===== config.mk =====
export PLATFORM = sky130hd
export DESIGN_NAME = seg7_scan_driver
export DESIGN_NICKNAME = d
export VERILOG_FILES = /design/src/rtl/seg7_pkg.sv /design/src/rtl/seg7_encode.sv /design/src/rtl/seg7_scan_driver.sv
export SDC_FILE = /design/constraint.sdc
export NUM_CORES = 1
export LEC_CHECK = 0
export CAP_MARGIN = 20
export CORE_MARGIN = 4
export CORE_UTILIZATION = 42
export DETAILED_ROUTE_END_ITERATION = 16
export PLACE_DENSITY = 0.71
export SYNTH_ARGS = -nofsm -noshare
export SYNTH_HDL_FRONTEND = slang
export SYNTH_SLANG_ARGS = --single-unit

===== constraint.sdc =====
create_clock -name clk -period 2.9 [get_ports clk]
set_input_delay 0.58 -clock clk [delete_from_list [all_inputs] [get_ports clk]]
set_output_delay 0.58 -clock clk [all_outputs]
set_load 0.05 [all_outputs]

===== src/rtl/seg7_pkg.sv =====
`default_nettype none
// ============================================================================
//  Module      : seg7_pkg
//  Description : Shared constants and glyph lookup for the multi-digit
//                seven-segment scan driver. Glyphs are 7-bit {a,b,c,d,e,f,g},
//                active low; the full segment byte appends an active-low dp.
//  Revision    : 1.0 - initial release
// ============================================================================
package seg7_pkg;

    // Number of PWM subslots per digit slot; subslot 0 is the dead time.
    localparam int SUBSLOTS = 16;

    // Decimal glyphs {a,b,c,d,e,f,g}, active low
    localparam logic [6:0] SEG_0 = 7'b0000001;
    localparam logic [6:0] SEG_1 = 7'b1001111;
    localparam logic [6:0] SEG_2 = 7'b0010010;
    localparam logic [6:0] SEG_3 = 7'b0000110;
    localparam logic [6:0] SEG_4 = 7'b1001100;
    localparam logic [6:0] SEG_5 = 7'b0100100;
    localparam logic [6:0] SEG_6 = 7'b0100000;
    localparam logic [6:0] SEG_7 = 7'b0001111;
    localparam logic [6:0] SEG_8 = 7'b0000000;
    localparam logic [6:0] SEG_9 = 7'b0000100;

    // Hex glyphs A, b, C, d, E, F
    localparam logic [6:0] SEG_A = 7'b0001000;
    localparam logic [6:0] SEG_B = 7'b1100000;
    localparam logic [6:0] SEG_C = 7'b0110001;
    localparam logic [6:0] SEG_D = 7'b1000010;
    localparam logic [6:0] SEG_E = 7'b0110000;
    localparam logic [6:0] SEG_F = 7'b0111000;

    // Shown for nibbles 10..15 when hex glyphs are disabled (an "8")
    localparam logic [6:0] SEG_HEX_FALLBACK = 7'b0000000;

    // All segments and the decimal point dark
    localparam logic [7:0] SEG_BLANK = 8'hFF;

    // Nibble + decimal point to the active-low segment byte {a..g,dp}.
    function automatic logic [7:0] seg7_glyph(
        input logic [3:0] i_nibble,
        input logic       i_dp,
        input logic       i_hex_en
    );
        logic [6:0] w_g;
        case (i_nibble)
            4'h0:    w_g = SEG_0;
            4'h1:    w_g = SEG_1;
            4'h2:    w_g = SEG_2;
            4'h3:    w_g = SEG_3;
            4'h4:    w_g = SEG_4;
            4'h5:    w_g = SEG_5;
            4'h6:    w_g = SEG_6;
            4'h7:    w_g = SEG_7;
            4'h8:    w_g = SEG_8;
            4'h9:    w_g = SEG_9;
            4'hA:    w_g = SEG_A;
            4'hB:    w_g = SEG_B;
            4'hC:    w_g = SEG_C;
            4'hD:    w_g = SEG_D;
            4'hE:    w_g = SEG_E;
            default: w_g = SEG_F;
        endcase
        if (!i_hex_en && (i_nibble > 4'd9)) begin
            w_g = SEG_HEX_FALLBACK;
        end
        return {w_g, ~i_dp};
    endfunction

endpackage : seg7_pkg
`default_nettype wire


===== src/rtl/seg7_encode.sv =====
`default_nettype none
// ============================================================================
//  Module      : seg7_encode
//  Description : Combinational nibble + decimal point to active-low segment
//                byte {a,b,c,d,e,f,g,dp}.
//  Ports       : i_nibble [3:0] - digit value
//                i_dp           - decimal point, 1 = lit
//                o_seg_n  [7:0] - segment byte, active low
//  Parameters  : HEX_EN - 1: 10..15 show A..F, 0: they show "8"
//  Revision    : 1.0 - initial release
// ============================================================================
module seg7_encode
#(
    parameter bit HEX_EN = 1'b1
)
(
    input  logic [3:0] i_nibble,
    input  logic       i_dp,
    output logic [7:0] o_seg_n
);

    import seg7_pkg::*;

    assign o_seg_n = seg7_glyph(i_nibble, i_dp, HEX_EN);

endmodule : seg7_encode
`default_nettype wire


===== src/rtl/seg7_scan_driver.sv =====
`default_nettype none
// ============================================================================
//  Module      : seg7_scan_driver
//  Description : Time-multiplexed driver for an N-digit common-anode seven-
//                segment display. A load strobe captures value, decimal
//                points, leading-zero blanking and brightness into shadow
//                registers; the scanner walks the digits one slot at a time.
//                Each slot is 16 PWM subslots of SUB_DIV clocks; subslot 0 is
//                a dead time, subslots 1..bright light the digit.
//  Ports       : clk, rst_n           - clock, async active-low reset
//                load                 - one-cycle capture strobe
//                value [4N-1:0]       - packed nibbles, digit 0 rightmost
//                dp_in [N-1:0]        - decimal points, 1 = lit
//                lz_en                - leading-zero blanking enable
//                bright [3:0]         - brightness 0..15 (0 = dark)
//                seg_n [7:0]          - {a..g,dp}, active low, registered
//                an_n [N-1:0]         - anode enables, active low, registered
//                frame_tick           - one-cycle pulse per completed frame
//  Revision    : 1.0 - initial release
// ============================================================================
module seg7_scan_driver
#(
    parameter int N_DIGITS = 4,
    parameter int SUB_DIV  = 3125,
    parameter bit HEX_EN   = 1'b1
)
(
    input  logic                  clk,
    input  logic                  rst_n,
    input  logic                  load,
    input  logic [4*N_DIGITS-1:0] value,
    input  logic [N_DIGITS-1:0]   dp_in,
    input  logic                  lz_en,
    input  logic [3:0]            bright,
    output logic [7:0]            seg_n,
    output logic [N_DIGITS-1:0]   an_n,
    output logic                  frame_tick
);

    import seg7_pkg::*;

    localparam int c_SUB_W = (SUB_DIV > 1) ? $clog2(SUB_DIV) : 1;
    localparam int c_DIG_W = (N_DIGITS > 1) ? $clog2(N_DIGITS) : 1;

    localparam logic [c_SUB_W-1:0] c_SUB_LAST  = c_SUB_W'(SUB_DIV - 1);
    localparam logic [c_DIG_W-1:0] c_DIG_LAST  = c_DIG_W'(N_DIGITS - 1);
    localparam logic [3:0]         c_SLOT_LAST = 4'(SUBSLOTS - 1);

    // ------------------------------------------------------------------
    // Shadow registers: the scanner reads only these, never the inputs
    // ------------------------------------------------------------------
    logic [4*N_DIGITS-1:0] r_value;
    logic [N_DIGITS-1:0]   r_dp;
    logic [N_DIGITS-1:0]   r_blank;
    logic [3:0]            r_bright;

    // ------------------------------------------------------------------
    // Scan counters and registered outputs
    // ------------------------------------------------------------------
    logic [c_SUB_W-1:0]    r_sub_cnt;
    logic [3:0]            r_subslot;
    logic [c_DIG_W-1:0]    r_digit;

    logic [7:0]            r_seg_n;
    logic [N_DIGITS-1:0]   r_an_n;
    logic                  r_frame_tick;

    // ------------------------------------------------------------------
    // Combinational helpers
    // ------------------------------------------------------------------
    logic [N_DIGITS-1:0]   w_blank_new;
    logic                  w_lz_run;
    logic                  w_sub_wrap;
    logic                  w_slot_wrap;
    logic                  w_frame_wrap;
    logic [3:0]            w_cur_nib;
    logic                  w_cur_dp;
    logic                  w_cur_blank;
    logic [N_DIGITS-1:0]   w_an_sel;
    logic [7:0]            w_glyph;
    logic                  w_lit;

    // Leading-zero mask, evaluated on the incoming load data. Walking down
    // from the most significant digit, blanking continues only while every
    // digit seen so far is a zero without a decimal point. Digit 0 is
    // outside the loop so a value of all zeros still shows a single "0".
    always_comb begin
        w_blank_new = '0;
        w_lz_run    = lz_en;
        for (int i = N_DIGITS - 1; i >= 1; i--) begin
            if (w_lz_run && (value[4*i +: 4] == 4'h0) && !dp_in[i]) begin
                w_blank_new[i] = 1'b1;
            end else begin
                w_lz_run = 1'b0;
            end
        end
    end

    always_ff @(posedge clk or negedge rst_n) begin
        if (!rst_n) begin
            r_value  <= '0;
            r_dp     <= '0;
            r_blank  <= '0;
            r_bright <= 4'hF;
        end else if (load) begin
            r_value  <= value;
            r_dp     <= dp_in;
            r_blank  <= w_blank_new;
            r_bright <= bright;
        end
    end

    // ------------------------------------------------------------------
    // Counter chain: sub_cnt -> subslot -> digit
    // ------------------------------------------------------------------
    assign w_sub_wrap   = (r_sub_cnt == c_SUB_LAST);
    assign w_slot_wrap  = w_sub_wrap && (r_subslot == c_SLOT_LAST);
    assign w_frame_wrap = w_slot_wrap && (r_digit == c_DIG_LAST);

    always_ff @(posedge clk or negedge rst_n) begin
        if (!rst_n) begin
            r_sub_cnt <= '0;
            r_subslot <= '0;
            r_digit   <= '0;
        end else begin
            if (w_sub_wrap) begin
                r_sub_cnt <= '0;
                if (w_slot_wrap) begin
                    r_subslot <= '0;
                    if (w_frame_wrap) begin
                        r_digit <= '0;
                    end else begin
                        r_digit <= r_digit + c_DIG_W'(1);
                    end
                end else begin
                    r_subslot <= r_subslot + 4'd1;
                end
            end else begin
                r_sub_cnt <= r_sub_cnt + c_SUB_W'(1);
            end
        end
    end

    // ------------------------------------------------------------------
    // Current-digit selection; also builds the one-hot-low anode pattern
    // ------------------------------------------------------------------
    always_comb begin
        w_cur_nib   = 4'h0;
        w_cur_dp    = 1'b0;
        w_cur_blank = 1'b0;
        w_an_sel    = '1;
        for (int i = 0; i < N_DIGITS; i++) begin
            if (r_digit == c_DIG_W'(i)) begin
                w_cur_nib   = r_value[4*i +: 4];
                w_cur_dp    = r_dp[i];
                w_cur_blank = r_blank[i];
                w_an_sel[i] = 1'b0;
            end
        end
    end

    seg7_encode #(
        .HEX_EN   (HEX_EN)
    ) u_encode (
        .i_nibble (w_cur_nib),
        .i_dp     (w_cur_dp),
        .o_seg_n  (w_glyph)
    );

    // Lit during subslots 1..bright; subslot 0 is always dark so the
    // previous digit's segments never bleed into the next anode.
    assign w_lit = (r_subslot != 4'd0) && (r_subslot <= r_bright) && !w_cur_blank;

    always_ff @(posedge clk or negedge rst_n) begin
        if (!rst_n) begin
            r_seg_n      <= SEG_BLANK;
            r_an_n       <= '1;
            r_frame_tick <= 1'b0;
        end else begin
            r_seg_n      <= w_lit ? w_glyph  : SEG_BLANK;
            r_an_n       <= w_lit ? w_an_sel : '1;
            r_frame_tick <= w_frame_wrap;
        end
    end

    assign seg_n      = r_seg_n;
    assign an_n       = r_an_n;
    assign frame_tick = r_frame_tick;

endmodule : seg7_scan_driver
`default_nettype wire


Word-level counts from Yosys, hierarchy flattened. Memories as Yosys holds them, arrays and structs flattened. Index checks and enable logic that the tools add are counted.

Add/sub/neg operators: 3. Order comparisons: 1. Eq/ne operators: 5. Muxes and demuxes: 25. Bitwise operators: 1. Reduce and logical (&&, ||, !) cells: 20.

Operators by type and width (number): 4-bit 2-to-1 mux (6); 1-bit 2-to-1 mux (16); 12-bit by 1-bit adder with 12-bit output (second input constant) (1); 12-bit == test (second input constant) (1); 4-bit zero test (3); 12-bit 2-to-1 mux (1); 1-bit logical AND (10); 8-bit 2-to-1 mux (1); 4-bit by 1-bit adder with 4-bit output (second input constant) (1); 2-bit == test (second input constant) (2); 4-bit == test (second input constant) (1); 4-bit <= comparator (1); 1-bit zero test (4); 4-bit nonzero test (1); 2-bit by 1-bit adder with 2-bit output (second input constant) (1); 2-bit by 1-bit == test with 1-bit output (second input constant) (1); 2-bit zero test (1); 2-bit 2-to-1 mux (1); 2-bit AND reduction (1); 1-bit inverter (1).

Bits in registers: 58. ROM bits: 112. Input bits: 28. Output and inout bits: 13. Logic and storage cells: 66. Memories kept: 1.

Memory list: (no name shown) (depth 16, width 7, read ports 1, clocked after memory_dff 0, write ports 0, RTL line seg7_pkg.sv:47) `case (i_nibble)`.

Logic depth before layout (Yosys ltp).
Word-level depth: 10. Depth in mapped cells: 11. Mapped depth without buffers: 10.

Cells and area by module. From an unflattened synthesis, not the netlist that was laid out.

Cells, all modules: 263. Area total of the unflattened synthesis: 3021.6 um^2.

Modules (own cells, without submodules): seg7_scan_driver (times used 1, cells each 229, area each 2748.9 um^2, seq. area each 1471.4 um^2); seg7_encode (times used 1, cells each 34, area each 272.8 um^2, seq. area each 0.0 um^2).

Least setup slack after synthesis. OpenSTA, ideal clock, no wires.

Kind: register to register. From: register r_digit[0]. To: register r_seg_n[4] (netlist: seg_n[4]). Library setup time: 0.091 ns. Data arrival time: 2.076 ns. Data required time: 2.809 ns. Path slack: 0.734 ns. Stages on the path, launching flop included: 11. Buffers on the path: 0. Clock period less this slack: 2.166 ns. Cells stage by stage: dfrtp_1 inv_1 ha_1 nor2b_1 a22oi_1 a21oi_1 inv_1 ha_1 a21oi_1 a22o_1 nand2_1.

Word-level cells in the longest chain between the ends: 7. Elaborated cells between the ends (all ways): 15. Those cells by class: eq/ne: 3; mux: 8; reduce/logical: 3; memory: 1.

Ends and longest elaborated chain: start: declaration (RTL line seg7_scan_driver.sv:62) `logic [c_DIG_W-1:0] r_digit;`; start signal: assignment (RTL line seg7_scan_driver.sv:133) `r_digit <= r_digit + c_DIG_W'(1);`; 2-bit zero test or 2-bit by 1-bit == test with 1-bit output (tied branches) (RTL line seg7_scan_driver.sv:153) `if (r_digit == c_DIG_W'(i)) begin`; 4-bit 2-to-1 mux or 1-bit 2-to-1 mux (tied branches) (3 in series) (RTL line seg7_scan_driver.sv:153); 4-bit 2-to-1 mux or 1-bit zero test (tied branches) (RTL line seg7_scan_driver.sv:153, seg7_scan_driver.sv:172); memory read 16 x 7 bit or 1-bit logical AND (tied branches); 8-bit 2-to-1 mux (*) (RTL line seg7_scan_driver.sv:180) `r_seg_n <= w_lit ? w_glyph : SEG_BLANK;`; end signal: assignment (RTL line seg7_scan_driver.sv:180); end: declaration (RTL line seg7_scan_driver.sv:64) `logic [7:0] r_seg_n;`.

Every way passes the cells marked *; elsewhere a longest branch is shown, timed or not. A chain may end at the register's enable or synchronous reset.

Worst setup path after layout. Same ends and word-level chain as after synthesis.

==> metrics.md <==
| Metric | Value |
|---|---|
| Status | complete, no violations |
| Post-detailed-placement half-perimeter wirelength | approximately 4200 µm |
| Mean instance size in the synthesized netlist | between 10 and 15 µm² |
| Final Routed Wirelength | around 5700 µm |
| Unrepaired setup endpoints after global routing | false |
| WP data required | approximately 3200 ps |
| Endpoint type of the worst setup path | flop |
| Slew HR | 0.5270 |
| Hold Path Class | in -> async |
| Leading cell types by total area after synthesis | sky130_fd_sc_hd__dfrtp_1 36%, sky130_fd_sc_hd__dfstp_2 14%, sky130_fd_sc_hd__mux2_2 8.4%, sky130_fd_sc_hd__ha_1 7.6%, sky130_fd_sc_hd__nand2_1 3.1% |
| Worst r2r dst | seg_n[4]$_DFF_PN1_ |
| CTS resizes | 0 |
| Most congested layer reported by global routing | met2 |
| Max Slew Vio Count | 0 |
| Lkg Pwr | between 1.5 and 2 nW |
| Dominant cell type by area after synthesis | sky130_fd_sc_hd__dfrtp_1 |
| Cell count after synthesis | about 260 |
| Fraction of layout cells with a size suffix above 1 | 0.2078 |
| Total gr overflow | 0 |
| Cell area after placement | 3440 µm² |
| GR Layer Usage met3 | 0.05578 |
| Max Buffers Root-to-Sink | 2 |
| Die area | 8436 µm² |
| Total standard cell area after synthesis | 2953 µm² |
| Root cell of the clock tree | sky130_fd_sc_hd__clkbuf_8 |
| Leading cell type in the layout, fill and taps excluded | sky130_fd_sc_hd__dfrtp_1 |
| Max-capacitance violation count | 0 |
| Global-route track usage on met1 | 0.1792 |
| Upper clock frequency limit | 397.3 MHz |
| Hold violation count in the final report | 0 |
| Fraction of met2 tracks used by global routing | 0.2445 |
| Time the worst path needs with I/O delays and setup | roughly 2500 ps |
| Number of nets in the finished design | 350 |
| Horizontal die dimension | 91.85 µm |
| DRC | 0 |
| H-tree depth | 3 |
| Count of endpoints failing setup in the final report | 0 |
| Final setup TNS | 0 ps |
| Per-cell via count in the routed design | 5.040 |
| Launching element type of the critical path | flop |
| DR WL/cell | between 10 and 15 µm |
| Library cells used by synthesis | 51 |
| Via total after detailed routing | 2036 |
| Slew @ Worst Pin | 709.4 ps |
| Synthesized netlist net count | 304 |
| Vias in the first global route | around 2100 |
| Layout Skew | 6.914 ps |
| Area inside the core boundary | 6794 µm² |
| Number of clock sinks | just under 60 |
| Biggest fanout along the worst timing path | 5 |
| Total of fill cells in the finished design | 596 |
| Worst Path Class, Setup | reg -> reg |
| # diodes | 0 |
| Number of buffers added for setup after CTS | 0 |
| Synth warn | 0 |
| Number of cells in the finished layout apart from fillers | ~400 |
| Worst hold slack across all endpoints | 294.4 ps |
| Effective utilization at floorplan | 0.4346 |
| Hold Buf Count CTS | 0 |
| Leading cell types in the layout, fill and taps excluded | 42 x sky130_fd_sc_hd__dfrtp_1, 39 x sky130_fd_sc_hd__clkdlybuf4s50_1, 24 x sky130_fd_sc_hd__nand2_1 |
| CTS tree | yes |
| Count of flip-flops with a built-in enable after synthesis | 0 |
| Clock edge transition at the registers on the reported setup and hold paths | about 60 ps |
| DRT antenna net count | 0 |
| Starting DRT DRC Count | 80 |
| # rows | 30 |
| Prevailing post-synth register cell | sky130_fd_sc_hd__dfrtp_1 |
| DR pass1 iterations | 4 |
| P&R area growth vs syn | 22.75% |
| CP Data Arrival Time | 2770 ps |
| FFs w/ async S/R, synth | 1.000 |
| Fraction of post-synthesis cell area in the top cell type by area | 0.3559 |
| Vertical die dimension | 91.85 µm |
| Worst vdd ir | between 300 and 400 µV |
| Gpl congestion | between 0.7 and 0.8 |
| Port Buf Inserts | 40 |
| Non-Filler Cell Area, Final | 3625 µm² |
| Reg-to-reg slack, setup | 380 ps |
| Global-route usage over all layers | 0.1479 |
| Inserted Clock Buffers | 9 |
| Antenna violations before repair | 0 |
| Pwr Density | 489.8 nW/µm² |
| Boundary pin count | 41 |
| Pin count of the biggest net entering global routing | 34 |
| Post-synthesis register bit count | between 50 and 60 |
| Clock latency on the worst-skew pair | 340 ps |
| Worst Reg2Reg Path Length in Cells | 10 |
| First-pass GRT wire length | about 9900 µm |
| Placed instance count | 389 |
| Final worst-path cycle share | 0.8680 |
| Proportion of synthesized chip area in sequential cells | 0.4983 |
| Start of the worst register-to-register path | r_digit[0]$_DFFE_PN0P_ |
## kinds of logic after synthesis
kind of cell / after synthesis / synth area share
AO/OA/AOI/OAI: 38 / 0.09831
XOR/XNOR: 10 / 0.02966
adder cells (fa/ha/maj): 18 / 0.07627
buffers and inverters: 26 / 0.04153
flip-flops: 58 / 0.4983
multiplexers: 28 / 0.1051
AND/OR/NAND/NOR: 80 / 0.1509
## per-stage QoR
step / utilization / power, mW / setup WS [ps]
floorplan: - / 0.9886 / 733.6
global placement: 0.5063 / 1.069 / 579.1
detailed placement: 0.5063 / 1.072 / 420.0
CTS: 0.5335 / 1.792 / 401.3
global route: 0.5335 / 1.856 / 168.5
finish: 0.5335 / 1.775 / 382.9
## where the power goes
part	switching, mW	internal (mW)
Combinational	0.0887	0.101
Sequential	0.0205	0.848
Clock	0.305	0.413
## flip-flops by register name, indices dropped and copies added, names as in the netlist
| register | flops |
|---|---|
| an_n | 4 |
| frame_tick | 1 |
| r_blank | 3 |
| r_bright | 4 |
| r_digit | 2 |
| r_dp | 4 |
| r_sub_cnt | 12 |
| r_subslot | 4 |
| r_value | 16 |
| seg_n | 8 |
## worst max path at each step
stage                                start                  to  slack (ps)  depth (start not counted)
global placement    r_digit[0]$_DFFE_PN0P_  seg_n[4]$_DFF_PN1_         580                         10
CTS                 r_digit[0]$_DFFE_PN0P_  seg_n[4]$_DFF_PN1_         400                         10
global route        r_digit[0]$_DFFE_PN0P_  seg_n[4]$_DFF_PN1_         170                         10
floorplan           r_digit[0]$_DFFE_PN0P_  seg_n[4]$_DFF_PN1_         730                         10
finish              r_digit[0]$_DFFE_PN0P_  seg_n[4]$_DFF_PN1_         380                         10
detailed placement  r_digit[0]$_DFFE_PN0P_  seg_n[4]$_DFF_PN1_         420                         10
## worst max-delay path, stage by stage, from the launching register on
cell                      delay, ps
sky130_fd_sc_hd__dfrtp_1        420
sky130_fd_sc_hd__inv_1          100
sky130_fd_sc_hd__ha_1           270
sky130_fd_sc_hd__nor2b_1        270
sky130_fd_sc_hd__a22oi_1        110
sky130_fd_sc_hd__a21oi_1        390
sky130_fd_sc_hd__inv_1          190
sky130_fd_sc_hd__ha_1           330
sky130_fd_sc_hd__a21oi_1        140
sky130_fd_sc_hd__a22o_1         150
sky130_fd_sc_hd__nand2_1         60
## synth_stat cells, types with 3 or more instances
master	n
sky130_fd_sc_hd__dfrtp_1	42
sky130_fd_sc_hd__nand2_1	24
sky130_fd_sc_hd__mux2_2	22
sky130_fd_sc_hd__ha_1	18
sky130_fd_sc_hd__inv_1	17
sky130_fd_sc_hd__dfstp_2	16
sky130_fd_sc_hd__nor2_1	14
sky130_fd_sc_hd__o21ai_0	8
sky130_fd_sc_hd__nand3_1	7
sky130_fd_sc_hd__xnor2_1	7
sky130_fd_sc_hd__a21oi_1	5
sky130_fd_sc_hd__o211ai_1	5
sky130_fd_sc_hd__mux2i_1	4
sky130_fd_sc_hd__nand4_1	4
sky130_fd_sc_hd__nand4b_1	4
sky130_fd_sc_hd__nor2b_1	4
sky130_fd_sc_hd__a22oi_1	3
sky130_fd_sc_hd__and3_1	3
sky130_fd_sc_hd__buf_6	3
sky130_fd_sc_hd__nand2b_1	3
sky130_fd_sc_hd__o22ai_1	3
sky130_fd_sc_hd__xor2_1	3
## metal layers
metal  routed length [µm]  up-vias  part of all wire
li1                     -      996                 -
met1                 2496      979              0.44
met2                 2849       47              0.50
met3                  270       14             0.047
met4                  108        0             0.019
met5                    0        -                 0
## layout make-up
cell class / instances / area [µm²] / area share
sequential: 58 / 1471 / 0.4059
timing repair buffer: 44 / 425.4 / 0.1174
inverter: 17 / 63.81 / 0.01760
clock buffer: 12 / 145.1 / 0.04004
tap: 96 / 120.1 / 0.03314
clock inverter: 3 / 40.04 / 0.01105
multi-input combinational: 174 / 1359 / 0.3749
(Power assumes the default switching activity.)
